## src/rtl/uart_pkg.sv

```systemverilog
// rtl/uart_pkg.sv - shared types, line levels and parity helper for the UART transmitter
package uart_pkg;

   typedef enum logic [2:0] {
      IDLE   = 3'd0,
      START  = 3'd1,
      DATA   = 3'd2,
      PARITY = 3'd3,
      STOP   = 3'd4
   } tx_state_t;

   localparam logic UART_IDLE_LEVEL  = 1'b1;
   localparam logic UART_START_LEVEL = 1'b0;

   // Payloads narrower than 9 bits are zero-extended by the caller, which leaves the XOR unchanged.
   function automatic logic uart_parity(input logic [8:0] data, input logic odd);
      return (^data) ^ odd;
   endfunction

endpackage

```

## src/rtl/uart_tx_cfg_if.sv

```systemverilog
// rtl/uart_tx_cfg_if.sv - host-side handshake and serial line bundle for the UART transmitter
interface uart_tx_cfg_if #(
   parameter int DATA_BITS = 8
);
   logic                 tick;
   logic                 tx_start;
   logic [DATA_BITS-1:0] data_in;
   logic                 tx_ready;
   logic                 txd;
   logic                 tx_done;

   modport master (
      output tick, tx_start, data_in,
      input  tx_ready, txd, tx_done
   );

   modport slave (
      input  tick, tx_start, data_in,
      output tx_ready, txd, tx_done
   );
endinterface

```

## src/rtl/uart_bit_timer.sv

```systemverilog
// rtl/uart_bit_timer.sv - counts baud ticks and flags the tick that ends each serial bit
module uart_bit_timer #(
   parameter int OVERSAMPLE = 16
) (
   input  logic clk,
   input  logic rst,
   input  logic tick,
   input  logic clr,
   output logic bit_end
);
   localparam int CW = (OVERSAMPLE > 1) ? $clog2(OVERSAMPLE) : 1;
   localparam logic [CW-1:0] CNT_MAX = CW'(OVERSAMPLE - 1);

   logic [CW-1:0] cnt;

   assign bit_end = tick && (cnt == CNT_MAX);

   // Tick counter; clear wins over tick so a tick on the accept edge is not counted.
   always_ff @(posedge clk or posedge rst) begin
      if (rst) begin
         cnt <= '0;
      end else if (clr) begin
         cnt <= '0;
      end else if (tick) begin
         cnt <= (cnt == CNT_MAX) ? '0 : cnt + 1'b1;
      end
   end
endmodule

```

## src/rtl/uart_tx_cfg.sv

```systemverilog
// rtl/uart_tx_cfg.sv - parametrised UART transmitter with ready/start handshake
module uart_tx_cfg
   import uart_pkg::*;
#(
   parameter int DATA_BITS  = 8,
   parameter int STOP_BITS  = 1,
   parameter int PARITY_EN  = 0,
   parameter int PARITY_ODD = 0,
   parameter int OVERSAMPLE = 16
) (
   input  logic         clk,
   input  logic         rst,
   uart_tx_cfg_if.slave bus
);
   localparam int BCW = $clog2(DATA_BITS + 1);

   tx_state_t            state;
   logic [DATA_BITS-1:0] shift;
   logic [BCW-1:0]       bit_cnt;
   logic                 par_bit;
   logic                 txd_q;
   logic                 ready_q;
   logic                 done_q;
   logic                 bit_end;
   logic [8:0]           data_ext;

   assign bus.txd      = txd_q;
   assign bus.tx_ready = ready_q;
   assign bus.tx_done  = done_q;

   // Zero-extend the payload so the shared parity helper sees a fixed width.
   always_comb begin
      data_ext                = '0;
      data_ext[DATA_BITS-1:0] = bus.data_in;
   end

   // Timer is held clear while idle, so every frame starts from a fresh bit period.
   uart_bit_timer #(
      .OVERSAMPLE(OVERSAMPLE)
   ) u_bit_timer (
      .clk    (clk),
      .rst    (rst),
      .tick   (bus.tick),
      .clr    (state == IDLE),
      .bit_end(bit_end)
   );

   // Frame sequencer; txd, tx_ready and tx_done are all registered here.
   always_ff @(posedge clk or posedge rst) begin
      if (rst) begin
         state   <= IDLE;
         txd_q   <= UART_IDLE_LEVEL;
         ready_q <= 1'b1;
         done_q  <= 1'b0;
         shift   <= '0;
         bit_cnt <= '0;
         par_bit <= 1'b0;
      end else begin
         done_q <= 1'b0;
         case (state)
            IDLE: begin
               if (bus.tx_start) begin
                  shift   <= bus.data_in;
                  par_bit <= uart_parity(data_ext, PARITY_ODD != 0);
                  bit_cnt <= '0;
                  txd_q   <= UART_START_LEVEL;
                  ready_q <= 1'b0;
                  state   <= START;
               end
            end
            START: begin
               if (bit_end) begin
                  txd_q <= shift[0];
                  state <= DATA;
               end
            end
            DATA: begin
               if (bit_end) begin
                  shift <= shift >> 1;
                  if (bit_cnt == BCW'(DATA_BITS - 1)) begin
                     bit_cnt <= '0;
                     if (PARITY_EN != 0) begin
                        txd_q <= par_bit;
                        state <= PARITY;
                     end else begin
                        txd_q <= UART_IDLE_LEVEL;
                        state <= STOP;
                     end
                  end else begin
                     bit_cnt <= bit_cnt + 1'b1;
                     txd_q   <= shift[1];
                  end
               end
            end
            PARITY: begin
               if (bit_end) begin
                  txd_q <= UART_IDLE_LEVEL;
                  state <= STOP;
               end
            end
            STOP: begin
               if (bit_end) begin
                  if (STOP_BITS == 2 && bit_cnt == '0) begin
                     bit_cnt <= bit_cnt + 1'b1;
                  end else begin
                     bit_cnt <= '0;
                     done_q  <= 1'b1;
                     ready_q <= 1'b1;
                     state   <= IDLE;
                  end
               end
            end
            default: begin
               txd_q   <= UART_IDLE_LEVEL;
               ready_q <= 1'b1;
               state   <= IDLE;
            end
         endcase
      end
   end
endmodule

```

## src/flat_wrapper.sv

```systemverilog
// flat-port wrapper written by rule: the top's interface ports become plain ports
module uart_tx_cfg_flat import uart_pkg::*;
#(
   parameter int DATA_BITS  = 8,
   parameter int STOP_BITS  = 1,
   parameter int PARITY_EN  = 0,
   parameter int PARITY_ODD = 0,
   parameter int OVERSAMPLE = 16
)
  (clk, rst, bus_tick, bus_tx_start, bus_data_in, bus_tx_ready, bus_txd, bus_tx_done);
  uart_tx_cfg_if #(.DATA_BITS(DATA_BITS)) bus_i ();
  input  logic clk;
  input  logic rst;
  input wire logic [$bits(bus_i.tick)-1:0] bus_tick;
  input wire logic [$bits(bus_i.tx_start)-1:0] bus_tx_start;
  input wire logic [$bits(bus_i.data_in)-1:0] bus_data_in;
  output wire logic [$bits(bus_i.tx_ready)-1:0] bus_tx_ready;
  output wire logic [$bits(bus_i.txd)-1:0] bus_txd;
  output wire logic [$bits(bus_i.tx_done)-1:0] bus_tx_done;
  assign bus_i.tick = bus_tick;
  assign bus_i.tx_start = bus_tx_start;
  assign bus_i.data_in = bus_data_in;
  assign bus_tx_ready = bus_i.tx_ready;
  assign bus_txd = bus_i.txd;
  assign bus_tx_done = bus_i.tx_done;
  uart_tx_cfg #(.DATA_BITS(DATA_BITS), .STOP_BITS(STOP_BITS), .PARITY_EN(PARITY_EN), .PARITY_ODD(PARITY_ODD), .OVERSAMPLE(OVERSAMPLE)) u_core (.clk(clk), .rst(rst), .bus(bus_i));
endmodule
```

## config.mk

```make
export PLATFORM = sky130hd
export DESIGN_NAME = uart_tx_cfg_flat
export DESIGN_NICKNAME = d
export VERILOG_FILES = /design/src/rtl/uart_pkg.sv /design/src/rtl/uart_tx_cfg_if.sv /design/src/rtl/uart_bit_timer.sv /design/src/rtl/uart_tx_cfg.sv /design/src/flat_wrapper.sv
export SDC_FILE = /design/constraint.sdc
export NUM_CORES = 1
export LEC_CHECK = 0
export BUFFER_PORTS_ARGS = -buffer_cell sky130_fd_sc_hd__buf_2
export CAP_MARGIN = 10
export CORE_MARGIN = 1.5
export CORE_UTILIZATION = 60
export CTS_CLUSTER_DIAMETER = 60
export DETAILED_ROUTE_END_ITERATION = 6
export GPL_TIMING_DRIVEN = 0
export PLACE_DENSITY = 0.82
export SYNTH_ARGS = -nofsm -noshare
export SYNTH_HDL_FRONTEND = slang
export SYNTH_SLANG_ARGS = --single-unit
```

## constraint.sdc

```tcl
create_clock -name clk -period 3 [get_ports clk]
set_clock_uncertainty 0.1 [all_clocks]
set_input_delay 0.45 -clock clk [delete_from_list [all_inputs] [get_ports clk]]
set_output_delay 0.45 -clock clk [all_outputs]
set_load 0.05 [all_outputs]
```

==> results of run 1 <==
-- sequential cells by signal, summed over array words and instances (netlist names) --
| signal | flops |
|---|---|
| u_core.bus.tx_done | 1 |
| u_core.shift | 8 |
| u_core.bus.txd | 1 |
| u_core.u_bit_timer.cnt | 4 |
| u_core.bit_cnt | 4 |
| u_core.state | 3 |
| u_core.bus.tx_ready | 1 |
-- cells in the final DEF (no fill, tap or decap), types with 3 or more instances in the layout --
| cell type | n |
|---|---|
| dfrtp_1 | 20 |
| mux2_2 | 15 |
| buf_2 | 13 |
| nor2_1 | 9 |
| a21oi_1 | 7 |
| nand2_1 | 5 |
| nor3_1 | 4 |
| inv_1 | 4 |
| buf_4 | 3 |
| o21ai_0 | 3 |
| nand3_1 | 3 |
| mux2i_1 | 3 |
| clkbuf_4 | 3 |
-- how the worst max path moves through the flow --
stage	startpoint	endpoint	slack, ps	depth (start not counted)
4_1_cts	u_core.u_bit_timer.cnt[0]	u_core.shift[2]	970	5
5_1_grt	u_core.u_bit_timer.cnt[0]	u_core.shift[7]	870	5
6_report	u_core.u_bit_timer.cnt[0]	u_core.shift[2]	970	5
3_3_place_gp	u_core.u_bit_timer.cnt[0]	u_core.shift[0]	1070	5
3_5_place_dp	u_core.u_bit_timer.cnt[0]	u_core.shift[2]	990	5
2_1_floorplan	u_core.u_bit_timer.cnt[0]	u_core.shift[0]	1210	5
-- logic make-up (layout without fill, tap and decap cells) --
group | count (synthesis) | after routing | share of synthesized area, %
mux | 19 | 19 | 18.01
fa+ha+maj | 2 | 2 | 2.118
xor+xnor | 1 | 1 | 0.7417
simple gates | 35 | 35 | 18.22
buf+inv | 9 | 26 | 4.448
flops | 22 | 22 | 46.82
compound gates | 18 | 18 | 9.641
-- stage by stage --
step	utilization, %	area (um2)	worst slack [ps]	hold slack, ps
6_report	73.68	1314	965.6	176.9
3_3_place_gp	71.65	1277	1073	359.8
5_1_grt	73.68	1314	866.2	255.4
4_1_cts	73.68	1314	968.6	211.4
2_1_floorplan	-	1181	1213	337.7
3_5_place_dp	71.65	1277	990.7	369.4
-- critical path: cells and delay by family, from the launching register on --
family                     cells  cell delay, ps
and+or+nand+nor                2             640
muxes                          2             490
DFF                            1             430
adders and majority gates      1             260
-- area by class of cell --
| class | count | area [um2] |
|---|---|---|
| timing repair buffer | 13 | 65.06 |
| sequential | 22 | 553.0 |
| buffer | 5 | 37.54 |
| tap | 25 | 31.28 |
| multi-input combinational | 75 | 575.6 |
| inverter | 4 | 15.01 |
| clock buffer | 4 | 36.28 |
| fill | 127 | 469.2 |
-- routing by layer --
metal	wire length, um	track usage [%]
met1	965	27.80
met2	1004	35.68
met3	93	3.077
met4	28	8.889
met5	0	0
-- power breakdown --
group	total (mW)	internal (mW)	switching [mW]
clock network	0.164	0.0741	0.0895
logic	0.289	0.141	0.148
registers	0.472	0.401	0.0711
total	0.925	0.616	0.308
==> summary.txt, run 1 <==
Logic synthesis
  • Number of flops mapped to enable cells by yosys: 0
  • Synth area leader: dfrtp_1
  • Seq/Total Area, Yosys: 46.82%
  • FFs w/ async S/R, synth: 100.0%
  • Synth cell types: 37
  • Most instantiated cells after synthesis: 20 x dfrtp_1, 15 x mux2_2, 9 x nor2_1
  • Top-count cell post-synth: dfrtp_1
  • Syn Inst Count: 106
  • Synthesized Nets: 120
  • Prevailing post-synth register cell: dfrtp_1
  • Mapped Area: 1181 um2
  • Syn_area_per_cell: 11.14 um2
  • Yosys top cell area share: 42.37%
  • Synthesis Warnings: 0
  • #FFs+latches synth: 22
  • Area contributors post-synth: dfrtp_1 42%, mux2_2 14%, dfstp_2 4.4%, a21oi_1 3.0%, nor2_1 2.9%

STA
  • RSZ-0062 raised after global routing: false
  • Setup TNS: 0 ps
  • Tcrit/Tclk final: 67.81%
  • Slew Limit Headroom: 46.02%
  • Setup violators final: 0
  • Fin crit period: 2034 ps
  • Slew @ Worst Pin: 808.8 ps
  • Max Clock Freq: 491.6 MHz
  • Hold Vio Cnt, Final: 0
  • Fin. max-slew vios: 0

Run
  • Max Cap Viol: 0

Floorplan
  • Die X-Extent: 47.37 um
  • Area of the core: 1783 um2
  • Die Ht: 47.37 um
  • Num rows: 15
  • Starting Density: 66.25%
  • Die area: 2244 um2
  • # IOs: 15

Global route
  • Largest net degree at the start of global routing: 23
  • Global-route usage over all layers: 21.43%
  • Vias in the first global route: 792
  • GRT overflow: 0
  • First-pass GRT wire length: 3.346 mm
  • Initial antenna violation count: 0

Placed design
  • Placed cells: 144
  • Routability Congestion: 0.7649
  • Post-DP HPWL: 1.526 mm
  • I/O Buffers: 13

Setup path
  • Crit path launch type: register
  • Critical R2R Launch: u_core.u_bit_timer.cnt[0]
  • Crit Path Class: reg2reg
  • CP Max Fanout: 8
  • Req. time, crit path: 3100 ps
  • Crit-path slowest cell: dfrtp_1
  • CP Cell Sequence: ha_1 -> and4_4 -> mux2i_2 -> nor3_4 -> mux2_2
  • Crit end category: register
  • FF-to-FF setup slack: 970 ps
  • Crit Reg-Reg Endpoint: u_core.shift[2]
  • Data arrival, critical path: 2140 ps
  • R2R cell count: 5
  • Delay of the slowest critical-path stage: 430 ps

Pwr
  • PD cells: 703.9 nW/um2
  • Worst VDD drop: 0.5278 mV
  • Power Total: 924.7 uW
  • Leak: 0.5626 nW

Clock network
  • Post-CTS Setup Bufs: 0
  • Clock sink count: 22
  • CTS buffer count: 3
  • Root Driver: clkbuf_4
  • CTS Hold Bufs: 0
  • Post-CTS sizing: 0
  • CTS clk-pin slew, worst paths: 120 ps
  • CTS tree: yes
  • Worst-Skew Late Latency: 310 ps
  • Clk buf depth: 2
  • Htree depth: 1

Cells and area
  • Area grow syn2layout: 11.23%
  • Share of layout cells above drive strength 1: 34.96%
  • Final nets: 138
  • Finished Layout Cells: 148
  • Antenna diodes: 0

Route
  • WL per Instance: 14.14 um
  • Final ANT Viol Nets: 0
  • Pre-Repair DR Iteration Count: 4
  • DR vias: 853
  • Initial drt markers: 18
  • # DRC: 0
  • Post-Route WL: 2.092 mm
  • Vias per cell: 5.764

Status
  • Status: completed

Hold path
  • Tightest Hold Check Type: in2async
No activity file was read; power rests on OpenSTA's default activity.
==> run 2: changes to the inputs <==
--- a/config.mk
+++ b/config.mk
@@ -5,14 +5,15 @@
 export SDC_FILE = /design/constraint.sdc
 export NUM_CORES = 1
 export LEC_CHECK = 0
+export ABC_AREA = 1
 export BUFFER_PORTS_ARGS = -buffer_cell sky130_fd_sc_hd__buf_2
 export CAP_MARGIN = 10
 export CORE_MARGIN = 1.5
-export CORE_UTILIZATION = 60
+export CORE_UTILIZATION = 56
 export CTS_CLUSTER_DIAMETER = 60
 export DETAILED_ROUTE_END_ITERATION = 6
 export GPL_TIMING_DRIVEN = 0
-export PLACE_DENSITY = 0.82
+export PLACE_DENSITY = 0.77
 export SYNTH_ARGS = -nofsm -noshare
 export SYNTH_HDL_FRONTEND = slang
 export SYNTH_SLANG_ARGS = --single-unit
==> constraint.sdc (replaced) <==
create_clock -name clk -period 2 [get_ports clk]
set_clock_uncertainty 0.1 [all_clocks]
set_input_delay 0.3 -clock clk [delete_from_list [all_inputs] [get_ports clk]]
set_output_delay 0.3 -clock clk [all_outputs]
set_load 0.05 [all_outputs]
==> run 2 against run 1 <==
  * Global-route usage up 0.74 points
  * Synthesized cell count increased by 48%
  * Clock power grew 32%
  * Register-to-register slack got worse by 680 ps
  * Sequential share of layout area down 1.3 points
  * Area after synthesis rose by 3.8%
  * Combinational power grew to 3.9 times the previous value
  * Maximum frequency grew 19%
  * Setup slack got worse by 680 ps
  * Sequential power up 58%
  * Critical endpoint unchanged
==> summary.txt, run 2 <==
STA
  • Fin crit period: 1714 ps
  • Tcrit/Tclk final: 85.69%
  • Slew @ Worst Pin: 821.3 ps
  • Setup TNS: 0 ps
  • RSZ-0062 raised after global routing: false
  • Fin. max-slew vios: 0
  • Hold Vio Cnt, Final: 0
  • Slew Limit Headroom: 45.18%
  • Setup violators final: 0
  • Max Clock Freq: 583.5 MHz
  • Final setup margin: 286.1 ps
  • WHS: 16.14 ps

Hold path
  • Tightest Hold Check Type: in2async

Clock network
  • Clk buf depth: 2
  • CTS buffer count: 3
  • CTS tree: yes
  • Post-CTS sizing: 0
  • Clock sink count: 22
  • CTS Hold Bufs: 0
  • Worst-Skew Late Latency: 320 ps
  • CTS clk-pin slew, worst paths: 130 ps
  • Post-CTS Setup Bufs: 0
  • Htree depth: 1
  • Root Driver: clkbuf_4

Floorplan
  • Die X-Extent: 49.80 um
  • # IOs: 15
  • Starting Density: 61.25%
  • Area of the core: 2002 um2
  • Die Ht: 49.80 um
  • Die area: 2480 um2
  • Num rows: 16

Placed design
  • Dpl cell area: 1330 um2
  • I/O Buffers: 14
  • Worst slack, placed: 318.4 ps
  • Routability Congestion: 0.8323
  • Post-DP HPWL: 1.719 mm

Logic synthesis
  • Synthesis Warnings: 0
  • #FFs+latches synth: 22
  • Syn Inst Count: 157
  • Synth area leader: dfrtp_1
  • Prevailing post-synth register cell: dfrtp_1
  • Synth cell types: 27
  • Most instantiated cells after synthesis: 52 x nand2_1, 20 x dfrtp_1, 20 x inv_1
  • Area contributors post-synth: dfrtp_1 41%, nand2_1 16%, inv_1 6.1%, o21ai_0 5.7%, dfstp_2 4.3%
  • Syn_area_per_cell: 7.810 um2
  • Mapped Area: 1226 um2
  • Number of flops mapped to enable cells by yosys: 0
  • FFs w/ async S/R, synth: 100.0%
  • Top-count cell post-synth: nand2_1
  • Seq/Total Area, Yosys: 45.10%
  • Synthesized Nets: 171
  • Yosys top cell area share: 40.82%

Route
  • Final ANT Viol Nets: 0
  • Pre-Repair DR Iteration Count: 4
  • Initial drt markers: 13
  • # DRC: 0
  • Vias per cell: 5.168
  • WL per Instance: 11.27 um
  • Post-Route WL: 2.277 mm
  • DR vias: 1044

Pwr
  • Leak: 0.7275 nW
  • Worst VDD drop: 1.029 mV
  • PD cells: 1545 nW/um2
  • Power Total: 2.095 mW

Cells and area
  • Register area: 553.0 um2
  • Area of the multi-input gates: 570.5 um2
  • Antenna diodes: 0
  • Fill cell count: 193
  • Commonest non-fill, non-tap cell in the layout: nand2_1
  • Biggest register: u_core.shift
  • Final Cell Area: 1356 um2
  • Share of layout cells above drive strength 1: 20.00%
  • Final nets: 190
  • Largest register FFs: 8
  • Largest registers: u_core.shift (8), u_core.bit_cnt (4), u_core.u_bit_timer.cnt (4)
  • Commonest cells after routing, fill and taps aside: 52 x nand2_1, 20 x inv_1, 20 x dfrtp_1
  • Area grow syn2layout: 10.61%

Setup path
  • Req. time, crit path: 2150 ps
  • Data arrival, critical path: 1860 ps
  • Crit Path Class: reg2reg
  • FF-to-FF setup slack: 290 ps
  • WP buf/inv: 1
  • Crit Reg-Reg Endpoint: u_core.shift[2]
  • Critical path launch point: u_core.u_bit_timer.cnt[0]
  • CP Max Fanout: 10
  • Crit end category: register
  • Delay of the slowest critical-path stage: 410 ps
  • Crit path launch type: register
  • CP Cell Sequence: ha_1 -> nand4_1 -> nand2_2 -> nand2_4 -> nor2_8 -> buf_6 -> nand2_1 -> o21ai_2
  • R2R cell count: 8
  • CP delay by family, top: simple AND/OR/NAND/NOR gates
  • Critical R2R Launch: u_core.u_bit_timer.cnt[0]
  • Crit-path slowest cell: dfrtp_1

Global route
  • Vias in the first global route: 1025
  • Largest net degree at the start of global routing: 23
  • GRT overflow: 0
  • Global-route usage over all layers: 22.16%
  • First-pass GRT wire length: 4.209 mm
  • Initial antenna violation count: 0

Status
  • Status: completed

Run
  • Max Cap Viol: 0
-- run 2: area by class of cell --
class                      instances  share of cell area [%]
buffer                             2                   1.199
clock buffer                       4                   1.937
inverter                          23                   6.365
multi-input combinational        110                   42.07
sequential                        22                   40.77
tap                               27                   2.491
timing repair buffer              14                   5.166
-- run 2: through the flow --
step                      std cells  util (%)
after global placement          198     66.44
after global routing            202     67.75
after detailed placement        198     66.44
final                           202     67.75
after CTS                       202     67.75
after floorplan                 157         -
-- run 2: logic make-up (layout without fill, tap and decap cells) --
| family | after synthesis | in the layout | share of synthesized area, % |
|---|---|---|---|
| and+or+nand+nor | 82 | 82 | 32.24 |
| DFF | 22 | 22 | 45.10 |
| adders and majority gates | 2 | 2 | 2.040 |
| xor gates and xnor gates | 2 | 2 | 1.429 |
| AOI/OAI and AO/OA | 24 | 24 | 10.82 |
| buffers and inverters | 25 | 43 | 8.367 |
-- run 2: how the worst max path moves through the flow --
| stage | slack [ps] | endpoint | cells after the start |
|---|---|---|---|
| finish | 290 | u_core.shift[2] | 8 |
| global route | 160 | u_core.shift[3] | 8 |
| CTS | 290 | u_core.shift[2] | 8 |
| detailed placement | 320 | u_core.shift[2] | 8 |
| global placement | 390 | u_core.shift[3] | 8 |
| floorplan | 530 | u_core.shift[3] | 8 |
-- run 2: worst reg2reg max path, stage by stage (launching register included) --
cell,delay [ps]
dfrtp_1,410
ha_1,230
nand4_1,230
nand2_2,180
nand2_4,100
nor2_8,140
buf_6,150
nand2_1,70
o21ai_2,50
-- run 2: power breakdown --
part / internal (mW) / switching (mW)
clock network: 0.0781 / 0.138
logic: 0.390 / 0.741
registers: 0.626 / 0.122
total: 1.09 / 1.00
-- run 2: layer usage --
layer	track usage, %	vias to the layer above	wire, um
met5	0	-	0
met4	5.093	0	19
met3	8.182	5	96
met2	40.44	17	1168
met1	24.16	490	993
li1	-	532	-
==> run 3: changes to the inputs <==
--- a/config.mk
+++ b/config.mk
@@ -16,4 +16,5 @@
 export PLACE_DENSITY = 0.77
 export SYNTH_ARGS = -nofsm -noshare
 export SYNTH_HDL_FRONTEND = slang
+export SYNTH_HIERARCHICAL = 1
 export SYNTH_SLANG_ARGS = --single-unit
==> run 3 against run 2 <==
  * Sequential share of layout area down 1.2 points
  * Clock power barely moved
  * Routed wire length up 3.6%
  * Sequential power is 0.5% lower
  * Utilization grew 0.75 points
  * Synthesized cell count rose by 8.9%
  * First-iteration DRC count rose to 2.9 times the previous value
  * Setup slack got worse by 51 ps
  * Hold slack better by 100 ps
==> summary.txt, run 3 <==
Clock network
  • Clock sink count: 22
  • CTS tree: yes
  • Htree depth: 1
  • Post-CTS Setup Bufs: 0
  • Clk buf depth: 2
  • Worst-Skew Late Latency: 320 ps
  • CTS clk-pin slew, worst paths: 130 ps
  • Post-CTS sizing: 0
  • CTS buffer count: 3
  • Root Driver: clkbuf_4

Route
  • Initial drt markers: 38
  • # DRC: 0
  • WL per Instance: 10.87 um
  • Final ANT Viol Nets: 0
  • Vias per cell: 5.212
  • DR vias: 1131
  • Post-Route WL: 2.358 mm
  • Pre-Repair DR Iteration Count: 4

Placed design
  • I/O Buffers: 14
  • Dpl cell area: 1363 um2
  • Worst slack, placed: 278.6 ps
  • Routability Congestion: 0.8722
  • Placed cells: 212
  • Post-DP HPWL: 1.782 mm

Global route
  • GRT overflow: 0
  • Vias in the first global route: 1072
  • Initial antenna violation count: 0
  • Largest net degree at the start of global routing: 19
  • Global-route usage over all layers: 22.51%
  • First-pass GRT wire length: 4.367 mm

STA
  • Slew Limit Headroom: 54.23%
  • Slew @ Worst Pin: 685.7 ps
  • Setup TNS: 0 ps
  • Final setup margin: 235.5 ps
  • Tcrit/Tclk final: 88.23%
  • Max Clock Freq: 566.7 MHz
  • RSZ-0062 raised after global routing: false
  • Fin. max-slew vios: 0
  • Hold Vio Cnt, Final: 0
  • Fin crit period: 1765 ps
  • Setup violators final: 0
  • WHS: 116.7 ps

Cells and area
  • Share of layout cells above drive strength 1: 20.00%
  • Core Util, Final: 68.50%
  • Commonest cells after routing, fill and taps aside: 77 x nand2_1, 20 x dfrtp_1, 14 x buf_2
  • Area grow syn2layout: 11.13%
  • Antenna diodes: 0
  • Finished Layout Cells: 217
  • Final Cell Area: 1399 um2
  • Largest register FFs: 8
  • Final nets: 205
  • Biggest register: u_core/shift
  • Commonest non-fill, non-tap cell in the layout: nand2_1
  • Largest registers: u_core/shift (8), u_core/bit_cnt (4), u_core/u_bit_timer/cnt (4)

Logic synthesis
  • Most instantiated cells after synthesis: 77 x nand2_1, 20 x dfrtp_1, 13 x inv_1, 13 x nor2_1, 7 x o21ai_0
  • Xor/xnor share of the synthesized area: 0%
  • FFs w/ async S/R, synth: 100.0%
  • Synth area leader: dfrtp_1
  • Synth Area in Simple Gates: 43.14%
  • Prevailing post-synth register cell: dfrtp_1
  • Yosys top cell area share: 39.76%
  • #FFs+latches synth: 22
  • Synthesized Nets: 185
  • Top-count cell post-synth: nand2_1
  • Synthesis Warnings: 6
  • Seq/Total Area, Yosys: 43.94%
  • Mapped Area: 1259 um2
  • Syn_area_per_cell: 7.361 um2
  • Synth cell types: 24
  • Mux contribution to synthesized area: 0%
  • Syn Inst Count: 171
  • Area share of fa/ha/maj cells after synthesis: 1.988%
  • Post-synthesis compound-gate area fraction: 5.070%
  • Area contributors post-synth: dfrtp_1 40%, nand2_1 23%, dfstp_2 4.2%, inv_1 3.9%, nor2_1 3.9%
  • Main combinational cell family by area after synthesis: simple AND/OR/NAND/NOR gates
  • Number of flops mapped to enable cells by yosys: 0

Run
  • Max Cap Viol: 0

Setup path
  • R2R cell count: 10
  • Most common cell on crit path: nand2_1
  • Critical R2R Launch: u_core/u_bit_timer/cnt[0]
  • Critical path launch point: u_core/u_bit_timer/cnt[0]
  • Crit Path Class: reg2reg
  • FF-to-FF setup slack: 240 ps
  • Crit end category: register
  • Req. time, crit path: 2120 ps
  • CP Max Fanout: 5
  • CP Cell Sequence: ha_1 -> nand3_2 -> nor2_1 -> inv_1 -> nand2_1 -> nor2_1 -> nor2_2 -> nand2_1 -> nand2_1 -> nand2_1
  • Delay of the slowest critical-path stage: 440 ps
  • Crit path launch type: register
  • Data arrival, critical path: 1880 ps
  • Crit-path slowest cell: dfrtp_1
  • Critical Path Sink: u_core/state[1]
  • Crit Reg-Reg Endpoint: u_core/state[1]

Floorplan
  • Area of the core: 2042 um2
  • Die Ht: 50.41 um
  • Starting Density: 61.64%
  • Die X-Extent: 50.41 um
  • # IOs: 15
  • Die area: 2541 um2
  • Num rows: 16

Pwr
  • PD cells: 1296 nW/um2
  • Worst VDD drop: 0.9374 mV
  • Power Total: 1.813 mW
  • Leak: 0.7915 nW

Hold path
  • Tightest Hold Check Type: in2reg

Status
  • Status: completed
run 3: final cells by class:
class	instances	area, um2
well taps	27	33.78
fillers	177	643.1
multi-input cells	131	631.9
inverters	17	66.31
flip-flops and latches	22	553.0
repair buffers	15	80.08
plain buffers	1	7.507
clock buffers	4	26.28
run 3: critical path, delay by kind of cell, from the launching register on:
kind                       cells  cell delay, ps
adders and majority gates      1             240
buffers and inverters          1             120
DFF                            1             440
and+or+nand+nor                8             790
run 3: power by group:
| group | leakage [nW] | total, mW | internal (mW) | switching, mW |
|---|---|---|---|---|
| sequential | 0.281 | 0.744 | 0.610 | 0.134 |
| clock | 0.0150 | 0.216 | 0.0780 | 0.138 |
| combinational | 0.496 | 0.853 | 0.282 | 0.570 |
| total | 0.791 | 1.81 | 0.971 | 0.842 |
run 3: per-layer routing:
layer,vias up,track usage (%),routed length [um]
met4,0,8.559,30
li1,575,-,-
met1,530,28.91,1048
met5,-,0,0
met2,22,37.72,1178
met3,4,4.167,100
run 3: logic make-up (layout without fill, tap and decap cells):
group | count (synthesis) | after routing
simple gates | 117 | 117
flops | 22 | 22
buf+inv | 18 | 37
compound gates | 12 | 12
fa+ha+maj | 2 | 2
run 3: repair_timing:
action / 4_1_cts / 5_1_grt
hold endpoints to repair: 8 / 0
hold buffers: 1 / 0
setup endpoints to repair: 0 / 0
run 3: how the worst min path moves through the flow:
stage / startpoint / depth (start not counted) / end
6_report: bus_data_in[7] / 3 / u_core/shift[7]
5_1_grt: bus_data_in[7] / 3 / u_core/shift[7]
4_1_cts: bus_data_in[7] / 3 / u_core/shift[7]
3_5_place_dp: rst / 2 / u_core/u_bit_timer/cnt[3]
3_3_place_gp: rst / 2 / u_core/u_bit_timer/cnt[3]
2_1_floorplan: rst / 1 / u_core/u_bit_timer/cnt[0]
